--- src/rtl/cdb_pkg.sv ---
// Shared widths and the CDB token type for the Common Data Bus arbiter.
// Latency: n/a (types and constants only).
// Backpressure: n/a.
package cdb_pkg;

  localparam int CDB_NUM_REQ = 4;
  localparam int CDB_TAG_W   = 5;
  localparam int CDB_DATA_W  = 32;
  localparam int CDB_SRC_W   = 3;   // enough to name any of up to 8 requesters

  // One broadcast on the CDB; valid is part of the token so that an idle
  // bus never matches a valid RST entry, even when the held tag is 0.
  typedef struct packed {
    logic                  valid;
    logic [CDB_TAG_W-1:0]  tag;
    logic [CDB_DATA_W-1:0] data;
    logic [CDB_SRC_W-1:0]  src;
  } cdb_token_t;

endpackage

--- src/rtl/cdb_arbiter_rr_pick.sv ---
// One-hot winner from a request vector, starting the search at ptr and wrapping.
// Latency: purely combinational.
// Backpressure: none; requesters that lose simply hold their request.
module rr_pick #(
  parameter int N     = 4,
  parameter int PTR_W = 2
) (
  input  logic [N-1:0]     req,
  input  logic [PTR_W-1:0] ptr,
  output logic [N-1:0]     gnt
);

  logic [N-1:0] masked;

  // Keep only the requests at or above the pointer.
  always_comb begin
    masked = '0;
    for (int i = 0; i < N; i++) begin
      masked[i] = req[i] && (i >= int'(ptr));
    end
  end

  // Lowest masked request wins; if none lie at or above the pointer, wrap
  // around and take the lowest request overall.
  always_comb begin
    gnt = '0;
    if (|masked) begin
      for (int i = N - 1; i >= 0; i--) begin
        if (masked[i]) begin
          gnt    = '0;
          gnt[i] = 1'b1;
        end
      end
    end else begin
      for (int i = N - 1; i >= 0; i--) begin
        if (req[i]) begin
          gnt    = '0;
          gnt[i] = 1'b1;
        end
      end
    end
  end

endmodule

--- src/rtl/cdb_arbiter.sv ---
// CDB arbiter: grants one functional-unit completion per cycle and registers it as the CDB token (CDB_RR_EN selects round-robin, else fixed priority).
// Latency: grant is combinational; token appears on cdb_* one cycle after the grant.
// Backpressure: losing units hold fu_req/fu_tag/fu_data until granted; flush suppresses all grants for the cycle.
module cdb_arbiter
  import cdb_pkg::*;
#(
  parameter int NUM_REQ = CDB_NUM_REQ,
  parameter int TAG_W   = CDB_TAG_W,
  parameter int DATA_W  = CDB_DATA_W
) (
  input  logic                      clock,
  input  logic                      reset,
  input  logic [NUM_REQ-1:0]        fu_req,
  input  logic [NUM_REQ*TAG_W-1:0]  fu_tag,
  input  logic [NUM_REQ*DATA_W-1:0] fu_data,
  output logic [NUM_REQ-1:0]        fu_gnt,
  input  logic                      flush,
  output logic                      cdb_valid,
  output logic [TAG_W-1:0]          cdb_tag,
  output logic [DATA_W-1:0]         cdb_data,
  output logic [2:0]                cdb_src
);

  localparam int PTR_W = (NUM_REQ > 1) ? $clog2(NUM_REQ) : 1;

  logic [PTR_W-1:0]     pick_ptr;
  logic [NUM_REQ-1:0]   raw_gnt;
  logic [CDB_SRC_W-1:0] win_idx;
  logic [TAG_W-1:0]     win_tag;
  logic [DATA_W-1:0]    win_data;
  cdb_token_t           tok_q;

  rr_pick #(
    .N     (NUM_REQ),
    .PTR_W (PTR_W)
  ) u_pick (
    .req (fu_req),
    .ptr (pick_ptr),
    .gnt (raw_gnt)
  );

  // A flush or a reset in progress must not hand any unit a grant.
  assign fu_gnt = (reset || flush) ? '0 : raw_gnt;

  // Encode the winner and steer its tag and result toward the token register.
  always_comb begin
    win_idx  = '0;
    win_tag  = '0;
    win_data = '0;
    for (int i = 0; i < NUM_REQ; i++) begin
      if (fu_gnt[i]) begin
        win_idx  = CDB_SRC_W'(i);
        win_tag  = fu_tag[i*TAG_W +: TAG_W];
        win_data = fu_data[i*DATA_W +: DATA_W];
      end
    end
  end

`ifdef CDB_RR_EN
  logic [PTR_W-1:0] rr_ptr;

  // Move the search start to just past the last winner; hold when idle or flushed.
  always_ff @(posedge clock or posedge reset) begin
    if (reset) begin
      rr_ptr <= '0;
    end else if (|fu_gnt) begin
      if (win_idx == CDB_SRC_W'(NUM_REQ - 1)) begin
        rr_ptr <= '0;
      end else begin
        rr_ptr <= PTR_W'(win_idx + CDB_SRC_W'(1));
      end
    end
  end

  assign pick_ptr = rr_ptr;
`else
  // Fixed priority: the search always starts at unit 0.
  assign pick_ptr = '0;
`endif

  // Token register: valid pulses once per grant; tag, data and source hold
  // their last broadcast values while the bus is idle.
  always_ff @(posedge clock or posedge reset) begin
    if (reset) begin
      tok_q <= '0;
    end else begin
      tok_q.valid <= |fu_gnt;
      if (|fu_gnt) begin
        tok_q.tag  <= CDB_TAG_W'(win_tag);
        tok_q.data <= CDB_DATA_W'(win_data);
        tok_q.src  <= win_idx;
      end
    end
  end

  assign cdb_valid = tok_q.valid;
  assign cdb_tag   = TAG_W'(tok_q.tag);
  assign cdb_data  = DATA_W'(tok_q.data);
  assign cdb_src   = tok_q.src;

endmodule
--- config.mk ---
export PLATFORM = sky130hd
export DESIGN_NAME = cdb_arbiter
export DESIGN_NICKNAME = d
export VERILOG_FILES = /design/src/rtl/cdb_pkg.sv /design/src/rtl/cdb_arbiter_rr_pick.sv /design/src/rtl/cdb_arbiter.sv
export SDC_FILE = /design/constraint.sdc
export NUM_CORES = 1
export LEC_CHECK = 0
export ABC_AREA = 1
export ABC_CLOCK_PERIOD_IN_PS = 1100
export CAP_MARGIN = 25
export CORE_MARGIN = 8
export CORE_UTILIZATION = 50
export DETAILED_ROUTE_END_ITERATION = 8
export DONT_BUFFER_PORTS = 1
export PLACE_DENSITY = 0.68
export SYNTH_ARGS = -nofsm -noshare
export SYNTH_HDL_FRONTEND = slang
export SYNTH_SLANG_ARGS = --single-unit
--- constraint.sdc ---
create_clock -name clock -period 1.1 [get_ports clock]
set_input_delay 0.165 -clock clock [delete_from_list [all_inputs] [get_ports clock]]
set_output_delay 0.165 -clock clock [all_outputs]
set_load 0.005 [all_outputs]
==> run_results.csv, run 1 <==
group,metric,value,unit
cts,clockRootBuffer,"clkbuf_8",
detailed_routing,dr.pass1.iters,4,
finish,drive_above_1_share,6.06,%
pwr,power.density,1190,nW/µm²
global_route,grt_max_degree,74,
pwr,p_leak,0.00164,µW
logic_synthesis,avgSynthCellArea,6.36,µm²
worst_setup_path,reg2reg_slack,0.38,ns
sta,drv_slew,0,
die,die_w,89.8,µm
logic_synthesis,seq_area_frac_synth,36.8,%
detailed_routing,wl_per_cell,17.9,µm
worst_setup_path,crit_buf_inv,2,
worst_setup_path,worstSetupStartpoint,"flush",
die,die_area,8060,µm²
die,initial_utilization,50.7,%
logic_synthesis,synth_cells,428,
detailed_routing,drcViolationCount,0,
cts,clockBufferDepth,2,
finish,n_fill_cell,504,
global_route,grt_pass1_vias,2800,
worst_setup_path,crit_type,"in2out",
logic_synthesis,synthSimpleGateAreaFrac,50.1,%
flow_run,maxCapViolations,0,
worst_setup_path,cp_max_fo,73,
detailed_routing,drt_iter0_drc,170,
global_route,grt.total_usage,21.3,%
global_route,antenna_found_initial,0,
logic_synthesis,synth_compound_area_share,0.460,%
logic_synthesis,synthMuxAreaShare,0,%
sta,rsz0062_at_grt,"false",
sta,fmax,962,MHz
worst_setup_path,path_cells,"nor2_4 > buf_12 > nand2_1 > inv_1",
detailed_routing,routed-via-count,2795,
placed_design,finalWeightedCongestion,0.770,
sta,finalClockSkew,0,ns
hold_path,hold_start,"fu_data[113]",
logic_synthesis,ys_types,16,
cts,cts_tree,"yes",
cts,numCtsBuffers,5,
logic_synthesis,synth_xor_area_share,0,%
sta,hold_ws,0.0106,ns
die,pin_count,200,
cts,clock-sinks,40,
cts,cts_max_level,2,
logic_synthesis,syn-cell-area,2720,µm²
detailed_routing,wl,8980,µm
die,fp.dieH,89.8,µm
worst_setup_path,r2r-start,"cdb_data[23]",
cts,cts.clk_slew.worst_paths,0.07,ns
logic_synthesis,synthAdderAreaFrac,0,%
logic_synthesis,syn_nets,583,
finish,diodes,0,
die,core_region_area,5370,µm²
sta,period_share,94.5,%
worst_setup_path,cp.required,0.94,ns
sta,finalSetupViolations,0,
run_status,status,"finished, final reports clean",
detailed_routing,postRouteAntennaNets,0,
worst_setup_path,critPathMaxStageDelay,0.31,ns
cts,clock_latency,0.28,ns
worst_setup_path,cp-start-kind,"input port",
sta,tns,0,ns
worst_setup_path,crit_family,"buffers and inverters",
placed_design,io_buffers,0,
worst_setup_path,arrival,0.87,ns
logic_synthesis,yosysWarnings,0,
global_route,grt_overflow,0,
logic_synthesis,synth_top_family_by_area,"simple AND/OR/NAND/NOR gates",
finish,multi_input_area,1390,µm²
pwr,ir_drop,541,µV
hold_path,min_path_type,"in2reg",
finish,nets,583,
detailed_routing,via_per_inst,5.58,
worst_setup_path,cpMaxStageDelayCell,"buf_12",
sta,fin_crit,1.04,ns
logic_synthesis,ys_ff_latch,40,
cts,post_cts_resized,0,
finish,seqCellArea,1000,µm²
worst_setup_path,worstSetupEndpointType,"output pin",
global_route,grt_pass1_wl,14400,µm
placed_design,dp_hpwl,6780,µm
die,num_rows,27,
finish,area_growth,12.0,%
sta,finalHoldViolations,0,
-- state kept, by name, summed over array words and instances (netlist names) --
register,count
cdb_data,32
cdb_tag,5
cdb_src,2
cdb_valid,1
-- final timing paths --
check	endpoint	cells after the start
min in group asynchronous	cdb_tag[2]	3
max in group asynchronous	cdb_data[28]	3
max	fu_gnt[1]	4
min	cdb_data[17]	2
max reg2reg	cdb_data[23]	2
min reg2reg	cdb_src[1]	2
-- stage by stage --
stage               cells  utilization, %  area, µm²  worst slack, ns  power, µW
finish                501            56.7       3050           0.0602       3610
global route          501            56.7       3050         0.000344       3850
CTS                   498            56.2       3020           0.0455       3670
detailed placement    482            53.0       2850          0.00286       2640
global placement      482            53.0       2850           0.0282       2610
floorplan             428               -       2720           0.0174       2420
-- final cells by class --
type / instances / area share, %
Tap cell: 72 / 2.96
Sequential cell: 40 / 32.9
Timing Repair Buffer: 26 / 10.2
Multi-Input combinational cell: 312 / 45.7
Inverter: 43 / 5.30
Clock buffer: 8 / 2.96
-- worst reg2reg max path: cells and delay by family, from the launching register on --
family	cells	cell delay, ns
flip-flops	1	0.43
AND/OR/NAND/NOR	2	0.18
-- synth_stat cells --
library cell / number / area [µm²]
nor2_1: 76 / 285
o211ai_1: 1 / 7.51
inv_1: 42 / 158
buf_2: 11 / 55.1
dfrtp_1: 40 / 1000
buf_4: 11 / 82.6
conb_1: 1 / 3.75
clkbuf_1: 9 / 33.8
inv_2: 1 / 3.75
buf_1: 2 / 7.51
o21ai_1: 1 / 5.00
nand2_1: 78 / 293
nor2_4: 1 / 11.3
nand3_1: 152 / 761
nor3b_1: 1 / 7.51
nor2_2: 1 / 6.26
-- repair_timing --
action                                 CTS  global route
setup buffers                            0             0
endpoints found under the hold margin   47             3
hold buffers                             8             3
-- logic make-up (layout without fill, tap and decap cells) --
kind of cell	after synthesis	in the layout
AO/OA/AOI/OAI	2	2
buffers and inverters	76	77
flip-flops	40	40
other	1	1
AND/OR/NAND/NOR	309	309
-- placed cells by master (no fill, tap or decap) --
cell type      instances
dlygate4sd3_1         11
buf_4                  8
dfrtp_1               40
conb_1                 1
nand3_1              152
nor3b_1                1
clkbuf_1               2
nand2_1               78
buf_12                 7
o211ai_1               1
o21ai_4                1
clkbuf_8               6
nor2_2                 2
inv_2                  1
inv_1                 41
nor2_1                75
nor2_4                 1
clkinv_1               1
-- power breakdown --
| part | switching [µW] | leakage, µW | internal (µW) |
|---|---|---|---|
| logic | 344 | 0.00110 | 290 |
| registers | 250 | 0.000497 | 1730 |
| clock network | 483 | 0.0000455 | 512 |
-- layer usage --
layer / part of all wire, % / track usage (%) / up-vias / routed length [µm]
met1: 39 / 24.0 / 1272 / 3470
met5: 0 / 0 / - / 0
met4: 0.91 / 5.50 / 0 / 82
met3: 10 / 8.81 / 6 / 926
met2: 50 / 36.3 / 149 / 4510
li1: - / - / 1368 / -
(Power assumes the default switching activity.)
==> run 2: changes to the inputs <==
--- a/config.mk
+++ b/config.mk
@@ -9,10 +9,10 @@
 export ABC_CLOCK_PERIOD_IN_PS = 1100
 export CAP_MARGIN = 25
 export CORE_MARGIN = 8
-export CORE_UTILIZATION = 50
+export CORE_UTILIZATION = 31
 export DETAILED_ROUTE_END_ITERATION = 8
-export DONT_BUFFER_PORTS = 1
-export PLACE_DENSITY = 0.68
+export PLACE_DENSITY = 0.77
+export SLEW_MARGIN = 20
 export SYNTH_ARGS = -nofsm -noshare
 export SYNTH_HDL_FRONTEND = slang
 export SYNTH_SLANG_ARGS = --single-unit
==> run_results.csv, run 2 (synthesized netlist as in run 1, its figures left out) <==
group,metric,value,unit
placed_design,place_area,4920,µm²
global_route,grt_pass1_wl,18600,µm
sta,fmax,898,MHz
detailed_routing,drcViolationCount,0,
worst_setup_path,crit_type,"in2out",
run_status,failed_checks,"setup timing",
global_route,grt_pass1_vias,3795,
finish,final_common_cell,"clkdlybuf4s50_1",
detailed_routing,dr.pass1.iters,4,
placed_design,dp_hpwl,9000,µm
detailed_routing,via_per_inst,4.91,
global_route,met3_usage,6.74,%
detailed_routing,postRouteAntennaNets,0,
finish,drive_above_1_share,16.1,%
worst_setup_path,reg2reg_slack,0.21,ns
die,core_region_area,8640,µm²
die,fp.dieH,110,µm
cts,cts_tree,"yes",
global_route,grt.total_usage,19.6,%
run_status,status,"finished, violations left",
detailed_routing,wl_per_cell,16.7,µm
detailed_routing,wl,12700,µm
die,initial_utilization,31.5,%
die,die_w,110,µm
sta,fin_crit,1.11,ns
worst_setup_path,crit_top_cell,"buf_4",
cts,clock-sinks,40,
worst_setup_path,cp-start-kind,"input port",
worst_setup_path,critPathMaxStageDelay,0.13,ns
global_route,gr-max-usage-layer,"met2",
sta,rsz0062_at_grt,"true",
cts,numCtsBuffers,5,
pwr,p_leak,0.00267,µW
hold_path,min_path_type,"in2reg",
sta,finalSetupViolations,2,
finish,n_fill_cell,787,
sta,finalClockSkew,0,ns
finish,stdcell_area,5350,µm²
placed_design,finalWeightedCongestion,0.806,
detailed_routing,routed-via-count,3726,
placed_design,dpl.cell_count,723,
global_route,met1_usage,21.6,%
finish,largest_register_ffs,32,
worst_setup_path,cp.required,0.94,ns
placed_design,io_buffers,198,
worst_setup_path,crit_family,"buffers and inverters",
worst_setup_path,worstSetupEndpointType,"output pin",
sta,finalHoldViolations,0,
worst_setup_path,cp_max_fo,2,
worst_setup_path,crit_buf_inv,5,
finish,area_growth,96.5,%
finish,diodes,0,
worst_setup_path,path_cells,"buf_4 > nor2_4 > buf_4 > buf_4 > nand3_2 > inv_2 > buf_6",
die,die_area,12000,µm²
pwr,finalPower,4800,µW
global_route,grt_overflow,0,
die,num_rows,34,
cts,clock_latency,0.29,ns
sta,period_share,101,%
cts,cts.clk_slew.worst_paths,0.07,ns
finish,layout_common_cells,"clkdlybuf4s50_1, nand3_1, nand2_1",
finish,final_cells,759,
worst_setup_path,arrival,0.95,ns
detailed_routing,drt_iter0_drc,196,
global_route,antenna_found_initial,2,
die,pin_count,200,
cts,cts_max_level,2,
finish,nets,805,
sta,hold_ws,0.366,ns
cts,clockRootBuffer,"clkbuf_8",
sta,drv_slew,0,
cts,clockBufferDepth,2,
sta,tns,-0.0226,ns
sta,layout_setup_ws,-0.0141,ns
pwr,ir_drop,457,µV
global_route,grt_use_met2,35.4,%
flow_run,maxCapViolations,0,
worst_setup_path,cpMaxStageDelayCell,"buf_4",
global_route,grt_max_degree,42,
pwr,power.density,898,nW/µm²
-- run 2: changes by cell type in the layout (fill, tap and decap cells not counted), sizes merged --
cell           delta
clkdlybuf4s15    +26
clkdlybuf4s50   +148
dlygate4sd3      -10
clkinv            -1
inv               +1
dlygate4sd2       +3
buf              +38
clkbuf           +17
-- run 2: worst paths after layout --
check	from	to	depth (start not counted)
setup / recovery	flush	fu_gnt[2]	7
hold / removal	fu_req[1]	cdb_src[0]	5
setup reg to reg	cdb_data[7]	cdb_data[7]	4
hold reg to reg	cdb_tag[3]	cdb_tag[3]	2
max in group asynchronous	reset	cdb_data[31]	5
min in group asynchronous	reset	cdb_data[0]	4
-- run 2: layer usage --
metal,part of all wire [%],up-vias,routed length [µm]
li1,-,1814,-
met1,38,1720,4880
met2,50,166,6370
met3,9.7,22,1240
met4,1.6,4,203
met5,0.17,-,22
-- run 2: tightest hold or removal path: cells and delay by family --
| kind | cells | cell delay [ns] |
|---|---|---|
| buffers and inverters | 2 | 0.21 |
| AND/OR/NAND/NOR | 3 | 0.23 |
-- run 2: timing repair --
action | in CTS | in global routing
setup endpoints to repair | 84 | 54
setup buffers | 20 | 4
hold buffers | 1 | 0
gates resized for setup | 117 | 46
hold endpoints to repair | 4 | 0
pin swaps | 7 | 9
cloned | 4 | 1
-- run 2: layout make-up --
type | instances | area (µm²) | area share [%]
multi-input combinational | 312 | 1500 | 28.1
inverter | 43 | 161 | 3.02
timing repair buffer | 248 | 2460 | 46.0
clock buffer | 8 | 90.1 | 1.68
sequential | 40 | 1000 | 18.7
tap | 108 | 135 | 2.53
-- run 2: per-stage QoR --
step	utilization (%)	worst slack, ns
floorplan	-	0.0174
global placement	57.0	-0.609
detailed placement	57.0	-0.641
CTS	61.0	-0.0634
global route	61.9	-0.0289
finish	61.9	-0.0141
-- run 2: power by group --
part | internal, µW | switching [µW] | total [µW] | leakage (µW)
logic | 1180 | 721 | 1900 | 0.00213
clock network | 512 | 495 | 1010 | 0.0000455
registers | 1730 | 164 | 1900 | 0.000497
total | 3420 | 1380 | 4800 | 0.00267
